**src/rtl/csr_pkg.sv**
```systemverilog
// Shared CSR address map and decode helpers for the RV32I machine-mode CSR file,
// used by the CSR file, the decoder and the hazard unit.
package csr_pkg;

  localparam logic [11:0] CSR_MCYCLE       = 12'hB00;
  localparam logic [11:0] CSR_MCYCLEH      = 12'hB80;
  localparam logic [11:0] CSR_MINSTRET     = 12'hB02;
  localparam logic [11:0] CSR_MINSTRETH    = 12'hB82;
  localparam logic [11:0] CSR_CYCLE        = 12'hC00;
  localparam logic [11:0] CSR_CYCLEH       = 12'hC80;
  localparam logic [11:0] CSR_INSTRET      = 12'hC02;
  localparam logic [11:0] CSR_INSTRETH     = 12'hC82;
  localparam logic [11:0] CSR_MHARTID      = 12'hF14;
  localparam logic [11:0] CSR_SCRATCH_BASE = 12'h7C0;

  // Scratch window is the 64-entry block at 0x7C0; only the first n entries exist.
  function automatic logic scratch_hit(input logic [11:0] addr, input int unsigned n);
    return (addr[11:6] == CSR_SCRATCH_BASE[11:6]) && (32'(addr[5:0]) < n);
  endfunction

  // Only the machine-mode names are writable; user-mode shadows and mhartid are read-only.
  function automatic logic csr_writable(input logic [11:0] addr, input int unsigned n);
    return scratch_hit(addr, n) ||
           (addr inside {CSR_MCYCLE, CSR_MCYCLEH, CSR_MINSTRET, CSR_MINSTRETH});
  endfunction

endpackage

```
**src/rtl/csr_file_if.sv**
```systemverilog
// CSR file bus: EX-stage read port, WB-stage write port and the retire strobe.
interface csr_file_if;

  logic [11:0] csr_rd_addr_EX;
  logic [31:0] csr_rd_data_EX;
  logic        csr_illegal_EX;
  logic        csr_wb_en_WB;
  logic [11:0] csr_wb_addr_WB;
  logic [31:0] csr_wb_WB;
  logic        retire_WB;

  modport master (
    output csr_rd_addr_EX, csr_wb_en_WB, csr_wb_addr_WB, csr_wb_WB, retire_WB,
    input  csr_rd_data_EX, csr_illegal_EX
  );

  modport slave (
    input  csr_rd_addr_EX, csr_wb_en_WB, csr_wb_addr_WB, csr_wb_WB, retire_WB,
    output csr_rd_data_EX, csr_illegal_EX
  );

endinterface

```
**src/rtl/csr_counter64.sv**
```systemverilog
// 64-bit CSR counter written as two 32-bit halves; a half-write wins over the
// increment and the carry between halves is dropped in that cycle.
module csr_counter64 (
  input  logic        clk,
  input  logic        rst_n,
  input  logic        inc,
  input  logic        wr_lo,
  input  logic        wr_hi,
  input  logic [31:0] wdata,
  output logic [63:0] value
);

  logic [32:0] lo_sum;
  logic [31:0] hi_sum;

  always_comb begin
    lo_sum = {1'b0, value[31:0]} + {32'b0, inc};
    hi_sum = value[63:32] + {31'b0, lo_sum[32]};
  end

  // NOTE: sequential state uses <= so every flop samples pre-edge values.
  always_ff @(posedge clk or negedge rst_n) begin
    if (!rst_n) begin
      value <= '0;
    end else if (wr_lo) begin
      value[31:0] <= wdata;
    end else if (wr_hi) begin
      value <= {wdata, lo_sum[31:0]};
    end else begin
      value <= {hi_sum, lo_sum[31:0]};
    end
  end

endmodule

```
**src/rtl/csr_file.sv**
```systemverilog
// Machine-mode CSR file: scratch bank, mcycle/minstret and mhartid.
// Build option CSR_BYPASS_EN forwards a same-cycle WB write to the EX read port.
module csr_file
  import csr_pkg::*;
#(
  parameter int unsigned NUM_SCRATCH = 8,
  parameter logic [31:0] HART_ID     = 32'd0
) (
  input logic       clk,
  input logic       rst_n,
  csr_file_if.slave bus
);

  logic [31:0] scratch [NUM_SCRATCH];
  logic [63:0] mcycle;
  logic [63:0] minstret;
  logic        wr_scratch;

  assign wr_scratch = bus.csr_wb_en_WB && scratch_hit(bus.csr_wb_addr_WB, NUM_SCRATCH);

  // NOTE: scratch is architectural state that must read 0 after reset, so it
  // is a reset flop bank rather than a RAM.
  always_ff @(posedge clk or negedge rst_n) begin
    if (!rst_n) begin
      for (int i = 0; i < NUM_SCRATCH; i++) scratch[i] <= '0;
    end else if (wr_scratch) begin
      for (int i = 0; i < NUM_SCRATCH; i++)
        if (bus.csr_wb_addr_WB[5:0] == 6'(i)) scratch[i] <= bus.csr_wb_WB;
    end
  end

  csr_counter64 u_mcycle (
    .clk   (clk),
    .rst_n (rst_n),
    .inc   (1'b1),
    .wr_lo (bus.csr_wb_en_WB && bus.csr_wb_addr_WB == CSR_MCYCLE),
    .wr_hi (bus.csr_wb_en_WB && bus.csr_wb_addr_WB == CSR_MCYCLEH),
    .wdata (bus.csr_wb_WB),
    .value (mcycle)
  );

  csr_counter64 u_minstret (
    .clk   (clk),
    .rst_n (rst_n),
    .inc   (bus.retire_WB),
    .wr_lo (bus.csr_wb_en_WB && bus.csr_wb_addr_WB == CSR_MINSTRET),
    .wr_hi (bus.csr_wb_en_WB && bus.csr_wb_addr_WB == CSR_MINSTRETH),
    .wdata (bus.csr_wb_WB),
    .value (minstret)
  );

  // NOTE: both outputs get defaults first so no path through the block infers a latch.
  always_comb begin
    bus.csr_rd_data_EX = '0;
    bus.csr_illegal_EX = 1'b0;
    if (scratch_hit(bus.csr_rd_addr_EX, NUM_SCRATCH)) begin
      for (int i = 0; i < NUM_SCRATCH; i++)
        if (bus.csr_rd_addr_EX[5:0] == 6'(i)) bus.csr_rd_data_EX = scratch[i];
    end else begin
      case (bus.csr_rd_addr_EX)
        CSR_MCYCLE,    CSR_CYCLE:    bus.csr_rd_data_EX = mcycle[31:0];
        CSR_MCYCLEH,   CSR_CYCLEH:   bus.csr_rd_data_EX = mcycle[63:32];
        CSR_MINSTRET,  CSR_INSTRET:  bus.csr_rd_data_EX = minstret[31:0];
        CSR_MINSTRETH, CSR_INSTRETH: bus.csr_rd_data_EX = minstret[63:32];
        CSR_MHARTID:                 bus.csr_rd_data_EX = HART_ID;
        default:                     bus.csr_illegal_EX = 1'b1;
      endcase
    end
`ifdef CSR_BYPASS_EN
    // Read-only shadows fail csr_writable, so they always return stored state.
    if (bus.csr_wb_en_WB && bus.csr_wb_addr_WB == bus.csr_rd_addr_EX &&
        csr_writable(bus.csr_wb_addr_WB, NUM_SCRATCH))
      bus.csr_rd_data_EX = bus.csr_wb_WB;
`else
    // Without forwarding the hazard unit stalls EX on a CSR RAW hazard.
`endif
  end

endmodule

```
**src/flat_wrapper.sv**
```systemverilog
// flat-port wrapper written by rule: the top's interface ports become plain ports
module csr_file_flat import csr_pkg::*;
#(
  parameter int unsigned NUM_SCRATCH = 8,
  parameter logic [31:0] HART_ID     = 32'd0
)
  (clk, rst_n, bus_csr_rd_addr_EX, bus_csr_wb_en_WB, bus_csr_wb_addr_WB, bus_csr_wb_WB, bus_retire_WB, bus_csr_rd_data_EX, bus_csr_illegal_EX);
  csr_file_if bus_i ();
  input logic clk;
  input logic rst_n;
  input wire logic [$bits(bus_i.csr_rd_addr_EX)-1:0] bus_csr_rd_addr_EX;
  input wire logic [$bits(bus_i.csr_wb_en_WB)-1:0] bus_csr_wb_en_WB;
  input wire logic [$bits(bus_i.csr_wb_addr_WB)-1:0] bus_csr_wb_addr_WB;
  input wire logic [$bits(bus_i.csr_wb_WB)-1:0] bus_csr_wb_WB;
  input wire logic [$bits(bus_i.retire_WB)-1:0] bus_retire_WB;
  output wire logic [$bits(bus_i.csr_rd_data_EX)-1:0] bus_csr_rd_data_EX;
  output wire logic [$bits(bus_i.csr_illegal_EX)-1:0] bus_csr_illegal_EX;
  assign bus_i.csr_rd_addr_EX = bus_csr_rd_addr_EX;
  assign bus_i.csr_wb_en_WB = bus_csr_wb_en_WB;
  assign bus_i.csr_wb_addr_WB = bus_csr_wb_addr_WB;
  assign bus_i.csr_wb_WB = bus_csr_wb_WB;
  assign bus_i.retire_WB = bus_retire_WB;
  assign bus_csr_rd_data_EX = bus_i.csr_rd_data_EX;
  assign bus_csr_illegal_EX = bus_i.csr_illegal_EX;
  csr_file #(.NUM_SCRATCH(NUM_SCRATCH), .HART_ID(HART_ID)) u_core (.clk(clk), .rst_n(rst_n), .bus(bus_i));
endmodule
```
**config.mk**
```make
export PLATFORM = sky130hd
export DESIGN_NAME = csr_file_flat
export DESIGN_NICKNAME = d
export VERILOG_FILES = /design/src/rtl/csr_pkg.sv /design/src/rtl/csr_file_if.sv /design/src/rtl/csr_counter64.sv /design/src/rtl/csr_file.sv /design/src/flat_wrapper.sv
export SDC_FILE = /design/constraint.sdc
export NUM_CORES = 1
export LEC_CHECK = 0
export BUFFER_PORTS_ARGS = -buffer_cell sky130_fd_sc_hd__buf_4
export CORE_MARGIN = 5
export CORE_UTILIZATION = 35
export DETAILED_ROUTE_END_ITERATION = 8
export PLACE_DENSITY_LB_ADDON = 0.2
export REMOVE_ABC_BUFFERS = 1
export SLEW_MARGIN = 25
export SYNTH_ARGS = -nofsm -noshare
export SYNTH_HDL_FRONTEND = slang
export SYNTH_SLANG_ARGS = --single-unit
```
**constraint.sdc**
```tcl
create_clock -name clk -period 8.7 [get_ports clk]
set_input_delay 1.305 -clock clk [delete_from_list [all_inputs] [get_ports clk]]
set_output_delay 1.305 -clock clk [all_outputs]
set_load 0.03 [all_outputs]
```
==> impl_metrics.csv <==
group,metric,value,unit
run_status,status,"finished, final reports clean",
yosys,ys_seq_elements,384,
worst_setup_path,crit_top_cell,"buf_4",
yosys,synth_ff_type,"dfrtp_1",
final_layout,drive_above_1_share,25.3,%
yosys,yosysTopAreaCellShare,46.0,%
yosys,synthTopCellsByArea,"dfrtp_1 46%, mux2_2 14%, mux2i_1 4.2%, nand2_1 3.5%, mux4_2 2.8%",
floorplan,io_pins,93,
worst_setup_path,worstPathCellList,"buf_4, buf_4, nand2b_1, nor2_1, a21oi_1, o211ai_1, o21ai_0, buf_4",
sta,skew,22.7,ps
routing,wl_met2,32.7,mm
clocking,numCtsBuffers,45,
worst_setup_path,required,7390,ps
yosys,ys_warn_count,0,
clocking,cts_max_path_buffers,3,
routing,wl_met3,5.74,mm
floorplan,start_util,35.4,%
worst_setup_path,path_buf_inv,3,
sta,rsz0062_at_grt,"no",
worst_setup_path,end_kind,"output port",
clocking,clk_pin_slew_worst_paths,50,ps
clocking,tritoncts,"yes",
global_routing,overflow,0,
sta,slew_viol_final,0,
clocking,postCtsSetupBuffers,0,
pwr,leakage,10.6,nW
worst_setup_path,critical_path_class,"in2out",
floorplan,fp.dieH,254,um
final_layout,seq_area,0.00961,mm^2
final_layout,final_cell_area,0.0237,mm^2
routing,vias_per_cell,5.95,
pwr,peakVddDrop,106,uV
yosys,netlist_instances,1990,
global_routing,grt_pass1_vias,16500,
global_routing,antenna_found_initial,1,
yosys,syn_avg_cell_area,10.5,um^2
routing,dr.first_iter.drc_count,1695,
routing,vias,16700,
final_layout,syn_to_final_growth,13.2,%
sta,hold_viol,0,
global_routing,grt_max_degree,123,
routing,drc_errors,0,
place,dpl.hpwl,48.5,mm
yosys,seq_area_frac_synth,46.0,%
worst_hold_path,hold_path.class,"reg2reg",
sta,tightest_slew,1060,ps
yosys,synth_area,0.0209,mm^2
pwr,p_per_area,172,mW/mm^2
sta,finalCritPeriodShare,61.6,%
routing,wl_per_cell,26.2,um
clocking,clockRootBuffer,"clkbuf_16",
worst_setup_path,max_stage_delay,720,ps
sta,fin_crit,5360,ps
routing,dr.pass1.iters,6,
clocking,htreeDepth,2,
clocking,clk_latency,590,ps
final_layout,finalNetCount,2073,
yosys,synth_cell_types,79,
routing,drt-met1-wl,31.7,mm
floorplan,rows,89,
worst_setup_path,crit_slowest_cell,"buf_4",
place,port_buffers,92,
worst_setup_path,path_max_fanout,46,
sta,fin_tns_setup,0,ps
place,postPlaceCellArea,0.0221,mm^2
clocking,holdBufCountCts,0,
worst_setup_path,cp-start-kind,"primary input",
floorplan,die_w,254,um
worst_setup_path,critPathTopFamily,"buffers and inverters",
sta,clock.fmax,0.186,GHz
routing,wirelength,73.7,mm
clocking,cts_resized,0,
global_routing,grt_pass1_wl,110,mm
yosys,yosysTopAreaCell,"dfrtp_1",
routing,top_layer,"met5",
final_layout,antenna_cells,0,
routing,ant_nets,0,
floorplan,core_area,0.0591,mm^2
global_routing,grt_usage,22.6,%
sta,finalSetupViolCount,0,
final_layout,multi_input_area,0.0105,mm^2
final_layout,num-fill-cells,5735,
floorplan,dieArea,0.0647,mm^2
place,place_congestion,0.905,
worst_setup_path,cp.arrival,4060,ps
yosys,synth-edff-count,0,
clocking,cts_sinks,384,
run,maxCapViolCount,0,
yosys,async_flop_share,100,%
sta,slew-limit-headroom,28.6,%
## per-layer routing
metal,track usage (%),up-vias
met1,31.6,8563
met3,4.86,164
li1,-,7365
met5,0,-
met2,34.3,644
met4,9.07,2
## cells in the final DEF (no fill, tap or decap), types with 7 or more instances in the layout
cell type  Yosys  final
dfrtp_1      384    384
mux2_2       257    257
nand2_1      197    194
buf_4          5    120
o21ai_0      117    117
nor2_1        95     95
mux2i_1       88     88
a21oi_1       83     83
nand3_1       83     82
nand4_1       49     49
clkbuf_16      0     47
nor3_1        42     42
xnor2_1       39     39
o22ai_1       37     37
nor4_1        29     26
mux4_2        26     26
a211oi_1      24     24
xor2_1        21     21
and3_1        21     20
inv_1         19     19
and4_1        18     18
o211ai_1      17     17
o221ai_1      16     16
or3_1         14     14
clkbuf_8       2     14
nand2b_1      12     11
clkbuf_1     101     11
o22a_1         9      9
or4_1          8      8
and2_1         8      8
o31ai_1        8      8
nor2b_1        8      7
nand2_2        4      7
ha_1           7      7
## flip-flops by register name, indices dropped and copies added (netlist names)
signal                   cells
u_core.scratch             256
u_core.u_mcycle.value       64
u_core.u_minstret.value     64
## cells in the mapped netlist, drive strengths merged, types with 6 or more instances
master,n
xor2,21
or2,7
xnor2,39
mux2,260
o21bai,6
buf,51
and3,21
mux4,26
nand4,50
or3,14
dfrtp,384
and2,8
inv,19
a21oi,83
nor4,35
o31ai,8
a211oi,24
nand2b,12
nand2,201
o211ai,17
or4,8
nor2b,8
ha,7
clkbuf,105
and4,18
nor2,97
nor3,42
o21ai,117
o22ai,37
o221ai,16
nand3,84
mux2i,88
o22a,9
## logic make-up after synthesis
family | Yosys count | share of synthesized area, %
AO/OA/AOI/OAI | 370 | 11.1
adder cells (fa/ha/maj) | 7 | 0.419
flip-flops | 384 | 46.0
AND/OR/NAND/NOR | 619 | 15.1
buffers and inverters | 176 | 3.90
XOR/XNOR | 60 | 2.51
multiplexers | 374 | 21.0
## report_power, final
group          switching, W  total, W  internal (W)
Sequential        0.0000440   0.00187       0.00183
Clock              0.000774   0.00191       0.00113
Combinational      0.000202  0.000299     0.0000975
Total               0.00102   0.00408       0.00306
## worst min-delay path, delay by kind of cell (launching register included)
| kind | cells | cell delay (ps) |
|---|---|---|
| flops | 1 | 340 |
| compound gates | 1 | 60 |
| simple gates | 1 | 50 |
## cell type report
class | count | area share [%]
inverter | 19 | 0.301
clock inverter | 9 | 0.322
timing repair buffer | 126 | 4.21
sequential | 384 | 40.6
tap | 773 | 4.09
clock buffer | 72 | 5.96
multi-input combinational | 1430 | 44.5
## stage by stage
stage          util [%]  hold slack, ps  power, W  setup slack [ps]  cells
6_report           40.0             480   0.00408              3340   2813
5_1_grt            40.0             503   0.00423              3110   2813
4_1_cts            40.0             485   0.00411              3270   2811
3_5_place_dp       37.4             472   0.00220              3280   2730
3_3_place_gp       37.4             459   0.00219              3310   2730
2_1_floorplan         -             444   0.00201              1150   1833
## final timing paths
kind	start	to	slack [ps]	cells past startpoint
max	bus_csr_rd_addr_EX[0]	bus_csr_rd_data_EX[17]	3340	8
min	u_core.scratch[216]$_DFFE_PN0P_	u_core.scratch[216]$_DFFE_PN0P_	480	2
max reg2reg	u_core.u_mcycle.value[7]$_DFF_PN0_	u_core.u_mcycle.value[56]$_DFFE_PN0N_	4470	11
min reg2reg	u_core.scratch[216]$_DFFE_PN0P_	u_core.scratch[216]$_DFFE_PN0P_	480	2
max in group asynchronous	rst_n	u_core.u_mcycle.value[41]$_DFFE_PN0N_	6870	2
min in group asynchronous	rst_n	u_core.scratch[0]$_DFFE_PN0P_	660	1
No activity file was read; power rests on OpenSTA's default activity.
